File: config.mk
export PLATFORM = sky130hd
export DESIGN_NAME = pwm_bank_flat
export DESIGN_NICKNAME = d
export VERILOG_FILES = /design/src/rtl/pwm_bank_if.sv /design/src/rtl/pwm_bank.sv /design/src/flat_wrapper.sv
export SDC_FILE = /design/constraint.sdc
export NUM_CORES = 1
export LEC_CHECK = 0
export ABC_AREA = 0
export ABC_CLOCK_PERIOD_IN_PS = 3700
export CORE_MARGIN = 8
export CORE_UTILIZATION = 45
export CTS_CLUSTER_DIAMETER = 120
export DETAILED_ROUTE_END_ITERATION = 6
export PLACE_DENSITY = 0.74
export SETUP_SLACK_MARGIN = 0.15
export SYNTH_ARGS = -nofsm -noshare
export SYNTH_HDL_FRONTEND = slang
export SYNTH_SLANG_ARGS = --single-unit
File: constraint.sdc
create_clock -name Clk -period 3.7 [get_ports Clk]
set_input_delay 1.11 -clock Clk [delete_from_list [all_inputs] [get_ports Clk]]
set_output_delay 1.11 -clock Clk [all_outputs]
set_load 0.02 [all_outputs]
File: src/rtl/pwm_bank_if.sv
// Register bus between the i2cSlave front end and pwm_bank.
// Bus semantics: a write happens at every Clk edge where WEn is high, taking
// WData into the register at Addr; there is no ready/back-pressure. RData is
// combinational from Addr and valid whenever Addr is stable.
interface pwm_bank_if;
    logic [7:0] Addr;
    logic [7:0] WData;
    logic       WEn;
    logic [7:0] RData;

    modport master (output Addr, output WData, output WEn, input RData);
    modport slave  (input Addr, input WData, input WEn, output RData);
endinterface

File: src/rtl/pwm_bank.sv
// pwm_bank: multi-channel PWM generator with a shared prescaler and period
// counter. Compare and period values are written to shadow registers and
// copied to the active set atomically at period wrap, on FORCE_LOAD, or
// continuously while disabled.
// Optional feature: define PWM_POLARITY_EN to add the per-channel output
// polarity register at 0x26/0x27.
module pwm_bank #(
    parameter int NUM_CH       = 8,
    parameter int CNT_W        = 16,
    parameter int PRESCALE_RST = 49,
    parameter int PERIOD_RST   = 19999
) (
    input  logic              Clk,
    input  logic              Rst_n,
    pwm_bank_if.slave         bus,
    output logic              Period_Start,
    output logic [NUM_CH-1:0] Pwm_Out
);

    // Replace one byte of a counter-width register; bits above CNT_W drop out.
    function automatic logic [CNT_W-1:0] wr_byte(input logic [CNT_W-1:0] cur,
                                                 input logic hi,
                                                 input logic [7:0] b);
        logic [15:0] w;
        w = 16'(cur);
        if (hi) w[15:8] = b;
        else    w[7:0]  = b;
        return w[CNT_W-1:0];
    endfunction

    function automatic logic [7:0] rd_byte(input logic [15:0] w, input logic hi);
        return hi ? w[15:8] : w[7:0];
    endfunction

    logic [NUM_CH-1:0][CNT_W-1:0] cmp_sh_q, cmp_sh_d;
    logic [NUM_CH-1:0][CNT_W-1:0] cmp_act_q, cmp_act_d;
    logic [CNT_W-1:0]             per_sh_q, per_sh_d;
    logic [CNT_W-1:0]             per_act_q, per_act_d;
    logic [CNT_W-1:0]             cnt_q, cnt_d;
    logic [15:0]                  presc_q, presc_d;
    logic [15:0]                  pre_q, pre_d;
    logic                         en_q, en_d;
    logic                         ps_q, ps_d;
    logic [NUM_CH-1:0]            pwm_q, pwm_d;
`ifdef PWM_POLARITY_EN
    logic [NUM_CH-1:0]            pol_q, pol_d;
`endif

    logic              force_load;
    logic              tick;
    logic              wrap;
    logic              reload;
    logic              load_pend;
    logic [NUM_CH-1:0] pwm_raw;

    assign force_load = bus.WEn && (bus.Addr == 8'h24) && bus.WData[1];
    assign tick       = en_q && (pre_q == presc_q);
    assign wrap       = tick && (cnt_q >= per_act_q);
    assign reload     = wrap || force_load || !en_q;
    assign load_pend  = (cmp_sh_q != cmp_act_q) || (per_sh_q != per_act_q);

    // Register-file writes: shadow compares/period, prescaler, enable, polarity.
    always_comb begin
        cmp_sh_d = cmp_sh_q;
        per_sh_d = per_sh_q;
        presc_d  = presc_q;
        en_d     = en_q;
`ifdef PWM_POLARITY_EN
        pol_d    = pol_q;
`endif
        if (bus.WEn) begin
            for (int n = 0; n < NUM_CH; n++) begin
                if (bus.Addr[7:1] == 7'(n))
                    cmp_sh_d[n] = wr_byte(cmp_sh_q[n], bus.Addr[0], bus.WData);
            end
            case (bus.Addr)
                8'h20, 8'h21: per_sh_d = wr_byte(per_sh_q, bus.Addr[0], bus.WData);
                8'h22:        presc_d[7:0]  = bus.WData;
                8'h23:        presc_d[15:8] = bus.WData;
                8'h24:        en_d = bus.WData[0];
`ifdef PWM_POLARITY_EN
                8'h26, 8'h27: begin
                    logic [15:0] pw;
                    pw = 16'(pol_q);
                    if (bus.Addr[0]) pw[15:8] = bus.WData;
                    else             pw[7:0]  = bus.WData;
                    pol_d = pw[NUM_CH-1:0];
                end
`endif
                default: ;
            endcase
        end
    end

    // Prescaler, period counter, atomic shadow->active reload and output compare.
    always_comb begin
        pre_d     = pre_q;
        cnt_d     = cnt_q;
        cmp_act_d = cmp_act_q;
        per_act_d = per_act_q;
        ps_d      = 1'b0;
        pwm_raw   = '0;

        // A prescaler above a freshly lowered PRESCALE wraps without a tick.
        if (!en_q || force_load)    pre_d = '0;
        else if (pre_q >= presc_q)  pre_d = '0;
        else                        pre_d = pre_q + 16'd1;

        if (!en_q || force_load)    cnt_d = '0;
        else if (wrap)              cnt_d = '0;
        else if (tick)              cnt_d = cnt_q + CNT_W'(1);

        // Reload reads the pre-write shadow, so a write landing on the wrap
        // edge only takes effect one frame later.
        if (reload) begin
            cmp_act_d = cmp_sh_q;
            per_act_d = per_sh_q;
        end

        ps_d = wrap && !force_load;

        for (int n = 0; n < NUM_CH; n++)
            pwm_raw[n] = en_q && (cnt_q < cmp_act_q[n]);
`ifdef PWM_POLARITY_EN
        pwm_d = pwm_raw ^ pol_q;
`else
        pwm_d = pwm_raw;
`endif
    end

    // State registers, all returning to reset values asynchronously.
    always_ff @(posedge Clk or negedge Rst_n) begin
        if (!Rst_n) begin
            cmp_sh_q  <= '0;
            cmp_act_q <= '0;
            per_sh_q  <= CNT_W'(PERIOD_RST);
            per_act_q <= CNT_W'(PERIOD_RST);
            presc_q   <= 16'(PRESCALE_RST);
            pre_q     <= '0;
            cnt_q     <= '0;
            en_q      <= 1'b0;
            ps_q      <= 1'b0;
            pwm_q     <= '0;
`ifdef PWM_POLARITY_EN
            pol_q     <= '0;
`endif
        end else begin
            cmp_sh_q  <= cmp_sh_d;
            cmp_act_q <= cmp_act_d;
            per_sh_q  <= per_sh_d;
            per_act_q <= per_act_d;
            presc_q   <= presc_d;
            pre_q     <= pre_d;
            cnt_q     <= cnt_d;
            en_q      <= en_d;
            ps_q      <= ps_d;
            pwm_q     <= pwm_d;
`ifdef PWM_POLARITY_EN
            pol_q     <= pol_d;
`endif
        end
    end

    // Combinational read-back; unmapped addresses and unused bits read 0.
    always_comb begin
        bus.RData = 8'h00;
        for (int n = 0; n < NUM_CH; n++) begin
            if (bus.Addr[7:1] == 7'(n))
                bus.RData = rd_byte(16'(cmp_sh_q[n]), bus.Addr[0]);
        end
        case (bus.Addr)
            8'h20, 8'h21: bus.RData = rd_byte(16'(per_sh_q), bus.Addr[0]);
            8'h22, 8'h23: bus.RData = rd_byte(presc_q, bus.Addr[0]);
            8'h24:        bus.RData = {7'b0, en_q};
            8'h25:        bus.RData = {7'b0, load_pend};
`ifdef PWM_POLARITY_EN
            8'h26, 8'h27: bus.RData = rd_byte(16'(pol_q), bus.Addr[0]);
`endif
            default: ;
        endcase
    end

    assign Period_Start = ps_q;
    assign Pwm_Out      = pwm_q;

endmodule

File: src/flat_wrapper.sv
// flat-port wrapper written by rule: the top's interface ports become plain ports
module pwm_bank_flat 
#(
    parameter int NUM_CH       = 8,
    parameter int CNT_W        = 16,
    parameter int PRESCALE_RST = 49,
    parameter int PERIOD_RST   = 19999
)
  (Clk, Rst_n, Period_Start, Pwm_Out, bus_Addr, bus_WData, bus_WEn, bus_RData);
  pwm_bank_if bus_i ();
  input  logic Clk;
  input  logic Rst_n;
  output logic Period_Start;
  output logic [NUM_CH-1:0] Pwm_Out;
  input wire logic [$bits(bus_i.Addr)-1:0] bus_Addr;
  input wire logic [$bits(bus_i.WData)-1:0] bus_WData;
  input wire logic [$bits(bus_i.WEn)-1:0] bus_WEn;
  output wire logic [$bits(bus_i.RData)-1:0] bus_RData;
  assign bus_i.Addr = bus_Addr;
  assign bus_i.WData = bus_WData;
  assign bus_i.WEn = bus_WEn;
  assign bus_RData = bus_i.RData;
  pwm_bank #(.NUM_CH(NUM_CH), .CNT_W(CNT_W), .PRESCALE_RST(PRESCALE_RST), .PERIOD_RST(PERIOD_RST)) u_core (.Clk(Clk), .Rst_n(Rst_n), .bus(bus_i), .Period_Start(Period_Start), .Pwm_Out(Pwm_Out));
endmodule
* After elaboration in Yosys (flattened, before gate mapping) *
Cells that the tools add are included.

operators by class
  add/subtract/negate cells = 2
  multiplexer cells = 24
  eq/ne operators = 16
  bitwise gates (word level) = 1
  order comparisons = 10
  reductions and logical operators = 44

operator list
  kind                     count
  $mux W8                  18
  $lt A16 B16 Y1           8
  $ne A128 B128 Y1         1
  $mux W16                 5
  $reduce_and A3 Y1        18
  $eq A8 B6 Y1 const B     6
  $add A16 B1 Y16 const B  2
  $ge A16 B16 Y1           2
  $pmux W8 S4              1
  $eq A7 B3 Y1 const B     4
  $eq A16 B16 Y1           1
  $ne A16 B16 Y1           1
  $eq A7 B2 Y1 const B     2
  $logic_and A1 B1 Y1      13
  $eq A7 B1 Y1 const B     1
  $logic_not A7 Y1         1
  $reduce_and A2 Y1        3
  $logic_or A1 B1 Y1       4
  $reduce_or A2 Y1         2
  $reduce_bool A3 Y1       1
  $logic_not A1 Y1         2
  $not A1 Y1               1

word-level totals
  register bits after elaboration = 346
  word-level logic and storage cells = 131

* Depth between registers and ports, before layout *
  depth after elaboration = 10
  gate-level depth with buffers = 12

* Worst setup path before layout *
No wires, ideal clock.

  path type = input-to-output
  start point = input bus_Addr[7]
  end point = output bus_RData[6]
  arrival = 2.682 ns
  stages = 6
  setup slack = -0.092 ns
  buffers on the path = 1
  path through = nor4_1 -> nand2b_1 -> clkbuf_1 -> o32ai_1 -> a21oi_1 -> o21ai_0

between the ends
  word-level cells in the longest chain between the ends = 10

RTL lines
  element               line                RTL
  start: declaration    flat_wrapper.sv:15  input wire logic [$bits(bus_i.Addr)-1:0] bus_Addr;
  $logic_not A7 Y1      pwm_bank.sv:168     if (bus.Addr[7:1] == 7'(n))
  $mux W8 (8 in a row)  pwm_bank.sv:168
  $pmux W8 S4 (*)       pwm_bank.sv:171     case (bus.Addr)
  end: declaration      flat_wrapper.sv:18  output wire logic [$bits(bus_i.RData)-1:0] bus_RData;

Every way passes the cells marked *; elsewhere a longest branch is shown, timed or not.

* Worst setup path after layout *
  start point = register u_core.cmp_sh_q[81] in the netlist's numbering
  end point = output bus_RData[0]

between the ends
  word-level cells in the longest chain between the ends = 3

RTL lines
  element                   line             RTL
  start: declaration        pwm_bank.sv:35   logic [NUM_CH-1:0][CNT_W-1:0] cmp_sh_q, cmp_sh_d;
  start signal: assignment  pwm_bank.sv:148  cmp_sh_q <= cmp_sh_d;
  $ne A128 B128 Y1          pwm_bank.sv:60   assign load_pend = (cmp_sh_q != cmp_act_q) || (per_sh_q != per_act_q);
  $logic_or A1 B1 Y1        pwm_bank.sv:60
  $pmux W8 S4               pwm_bank.sv:171

No other way between the ends.

==> results.py <==
metrics = {
    "power_and_ir_drop": {
        "combinationalPowerShare_pct": 52.6,
        "finalPower_uw": 21200,
        "p_seq_share_pct": 27.0,
        "power.switching_uw": 8410,
        "intPower_uw": 12800,
        "clkPwrFrac_pct": 20.4,
        "powerDensity_mw_per_mm2": 840,
        "p_leak_uw": 0.0119,
        "vdd_ir_drop_max_mv": 0.565,
        "p_sw_share_pct": 39.7,
    },
    "cells_and_area": {
        "fillers": 3603,
        "layout_common_cells": "324 x dfrtp_1, 226 x buf_4, 224 x mux2_2, 171 x inv_1, 154 x ha_1",
        "nets": 2200,
        "final_common_cell": "dfrtp_1",
        "fin_cells": 2651,
        "multi_input_area_sq_mm": 0.0110,
        "seq_area_sq_mm": 0.00869,
        "finish.utilization_pct": 57.0,
        "drive_above_1_share_pct": 36.0,
        "antenna_cells": 0,
        "syn2layout_area_growth_pct": 25.1,
    },
    "timing": {
        "worst_slack_ps": -205,
        "post-route-min-period_ps": 3910,
        "finalSetupViolCount": 4,
        "final-hold-violation-count": 0,
        "tightest_slew_ps": 765,
        "fin_crit_sh_pct": 106,
        "whs_ps": 524,
        "grt_setup_unrepaired": "true",
        "skew_ps": 24.7,
        "max_freq_mhz": 256,
        "drv_slew": 0,
        "relSlewSlack_pct": 47.7,
    },
    "placement": {
        "port_buffers": 35,
        "place_ws_ps": -960,
        "gp_congestion": 1.01,
        "hpwl_mm": 52.0,
        "placed_cells": 2560,
    },
    "setup_path": {
        "crit_fanout": 4,
        "arrival_ps": 2800,
        "reg2reg_from": "u_core.presc_q[15]",
        "cp-start-kind": "register",
        "r2r_slack_ps": 560,
        "worst-setup-path-type": "register to output port",
        "endpoint_kind": "output port",
        "worstPathRequired_ps": 2590,
        "setup.worst_path.start": "u_core.cmp_sh_q[81]",
    },
    "global_routing": {
        "grt_use_total_pct": 27.5,
        "antenna_found_initial": 2,
        "overflow": 0,
        "grt_pass1_wl_mm": 104,
        "grt_pass1_vias": 16000,
        "grt_max_degree": 74,
    },
    "outcome": {
        "violations": "negative setup slack",
        "outcome": "finished, violations left",
    },
    "clock_network": {
        "root_buffer": "clkbuf_16",
        "clkSinkCount": 346,
        "path_clk_slew_ps": 60,
        "cts.path.max_buffers": 3,
        "cts_tree": "done",
        "cts_buffers": 41,
        "insertion_delay_ps": 570,
        "cts_htree_levels": 2,
    },
    "run": {
        "drv_cap": 0,
    },
    "route": {
        "num_vias": 15400,
        "routed_via_density": 5.81,
        "drt_iter0_drc": 1596,
        "drc": 0,
        "drt_wl_total_mm": 70.4,
        "post_drt_wl_per_cell_microns": 26.6,
        "drt_pass1_iterations": 6,
        "drtAntennaViolNets": 0,
    },
    "synth": {
        "ys.warnings.count": 0,
        "synth-async-reset-ratio_pct": 100,
        "synthFlopType": "dfrtp_1",
        "synth.avg_cell_area_sq_um": 11.5,
        "synthesis.area_sq_mm": 0.0202,
        "synth_edf_count": 0,
        "synth_fp_nets": 1920,
        "ys_seq_area_share_pct": 43.1,
        "ys_ff_latch": 346,
        "netlist_instances": 1747,
        "synth.distinct_cells": 55,
    },
    "floorplan": {
        "die_area_sq_mm": 0.0518,
        "die_x_microns": 228,
        "rows": 77,
        "start_util_pct": 45.6,
        "core_area_sq_mm": 0.0442,
        "die_h_microns": 228,
        "io_pins": 36,
    },
    "min_path": {
        "min_path_type": "primary input to asynchronous set/reset pin",
    },
}
power by group through the flow:
stage / registers (uW) / clock network, uW / logic [uW]
after CTS: 5680 / 4360 / 11000
final: 5730 / 4320 / 11100
after floorplan: 5540 / 0 / 6270
after detailed placement: 5720 / 0 / 10700
after global placement: 5670 / 0 / 10500
after global routing: 5820 / 4490 / 11700
state kept, by name, summed over array words and instances (netlist names):
signal / flops
u_core.cmp_act_q: 128
u_core.cmp_sh_q: 128
u_core.cnt_q: 16
u_core.per_act_q: 16
u_core.per_sh_q: 16
u_core.pre_q: 16
u_core.presc_q: 16
u_core.Pwm_Out: 8
u_core.Period_Start: 1
u_core.en_q: 1
cell type report:
cell class                 instances  share of cell area, %
multi-input combinational       1170                   43.5
inverter                         172                   2.56
clock buffer                      62                   4.99
clock inverter                    13                  0.714
sequential                       346                   34.4
timing repair buffer             296                   10.8
tap                              592                   2.94
synth_stat cells, types with 30 or more instances:
cell / instances / area share (%)
ha_1: 154 / 9.6
xnor2_1: 146 / 6.3
nand2_1: 61 / 1.1
nand4_1: 45 / 1.4
mux2_2: 224 / 13
inv_1: 172 / 3.2
nor2_1: 43 / 0.80
o21ai_0: 38 / 0.94
mux2i_1: 35 / 1.7
mux2_1: 39 / 2.2
dfrtp_1: 325 / 40
a21oi_1: 67 / 1.7
clkbuf_1: 30 / 0.56
mux2_4: 44 / 3.3
stage by stage:
step / TNS [ps] / instance area [sq um]
after floorplan: 0 / 20200
after global placement: -18140 / 23100
after detailed placement: -22380 / 23100
after CTS: -154 / 25000
after global routing: -300 / 25200
final: -246 / 25200
layer usage:
| layer | up-vias | wire length [microns] | global-route usage (%) |
|---|---|---|---|
| met1 | 7818 | 29800 | 37.1 |
| met4 | 4 | 3600 | 13.3 |
| met3 | 189 | 5860 | 5.88 |
| met2 | 658 | 31100 | 41.8 |
| met5 | - | 22 | 0 |
| li1 | 6738 | - | - |
path summary, 6_finish.rpt:
kind                                        to  depth (start not counted)
hold / removal                 u_core.cnt_q[6]                          1
setup reg to reg           u_core.cmp_act_q[1]                          9
hold reg to reg             u_core.per_sh_q[1]                          2
setup / recovery                  bus_RData[0]                          9
max in group asynchronous    u_core.presc_q[4]                          2
min in group Clk            u_core.per_sh_q[1]                          2
critical path, cell delays in order, from the launching register on:
cell	delay (ps)
dfrtp_1	460
xnor2_1	240
nand4_1	290
nor4_2	230
buf_4	170
nand4_1	90
nor4_2	340
buf_4	180
o22ai_4	70
buf_6	140
repair_timing:
action / CTS / global route
cloned: 4 / 0
gates resized for setup: 141 / 36
buffers inserted: 7 / 5
setup endpoints to repair: 8 / 8
pin swaps: 19 / 24
hold buffers: 0 / 0
cell families (layout without fill, tap and decap cells):
group                    after synthesis  in the layout  synth area share, %
multiplexers                         358            358                 21.5
buffers and inverters                231            543                 4.80
flip-flops                           346            346                 43.1
adder cells (fa/ha/maj)              154            154                 9.56
AO/OA/AOI/OAI                        201            201                 6.34
XOR/XNOR                             170            170                 7.38
AND/OR/NAND/NOR                      287            287                 7.36
Power figures use the tool's default switching activity.
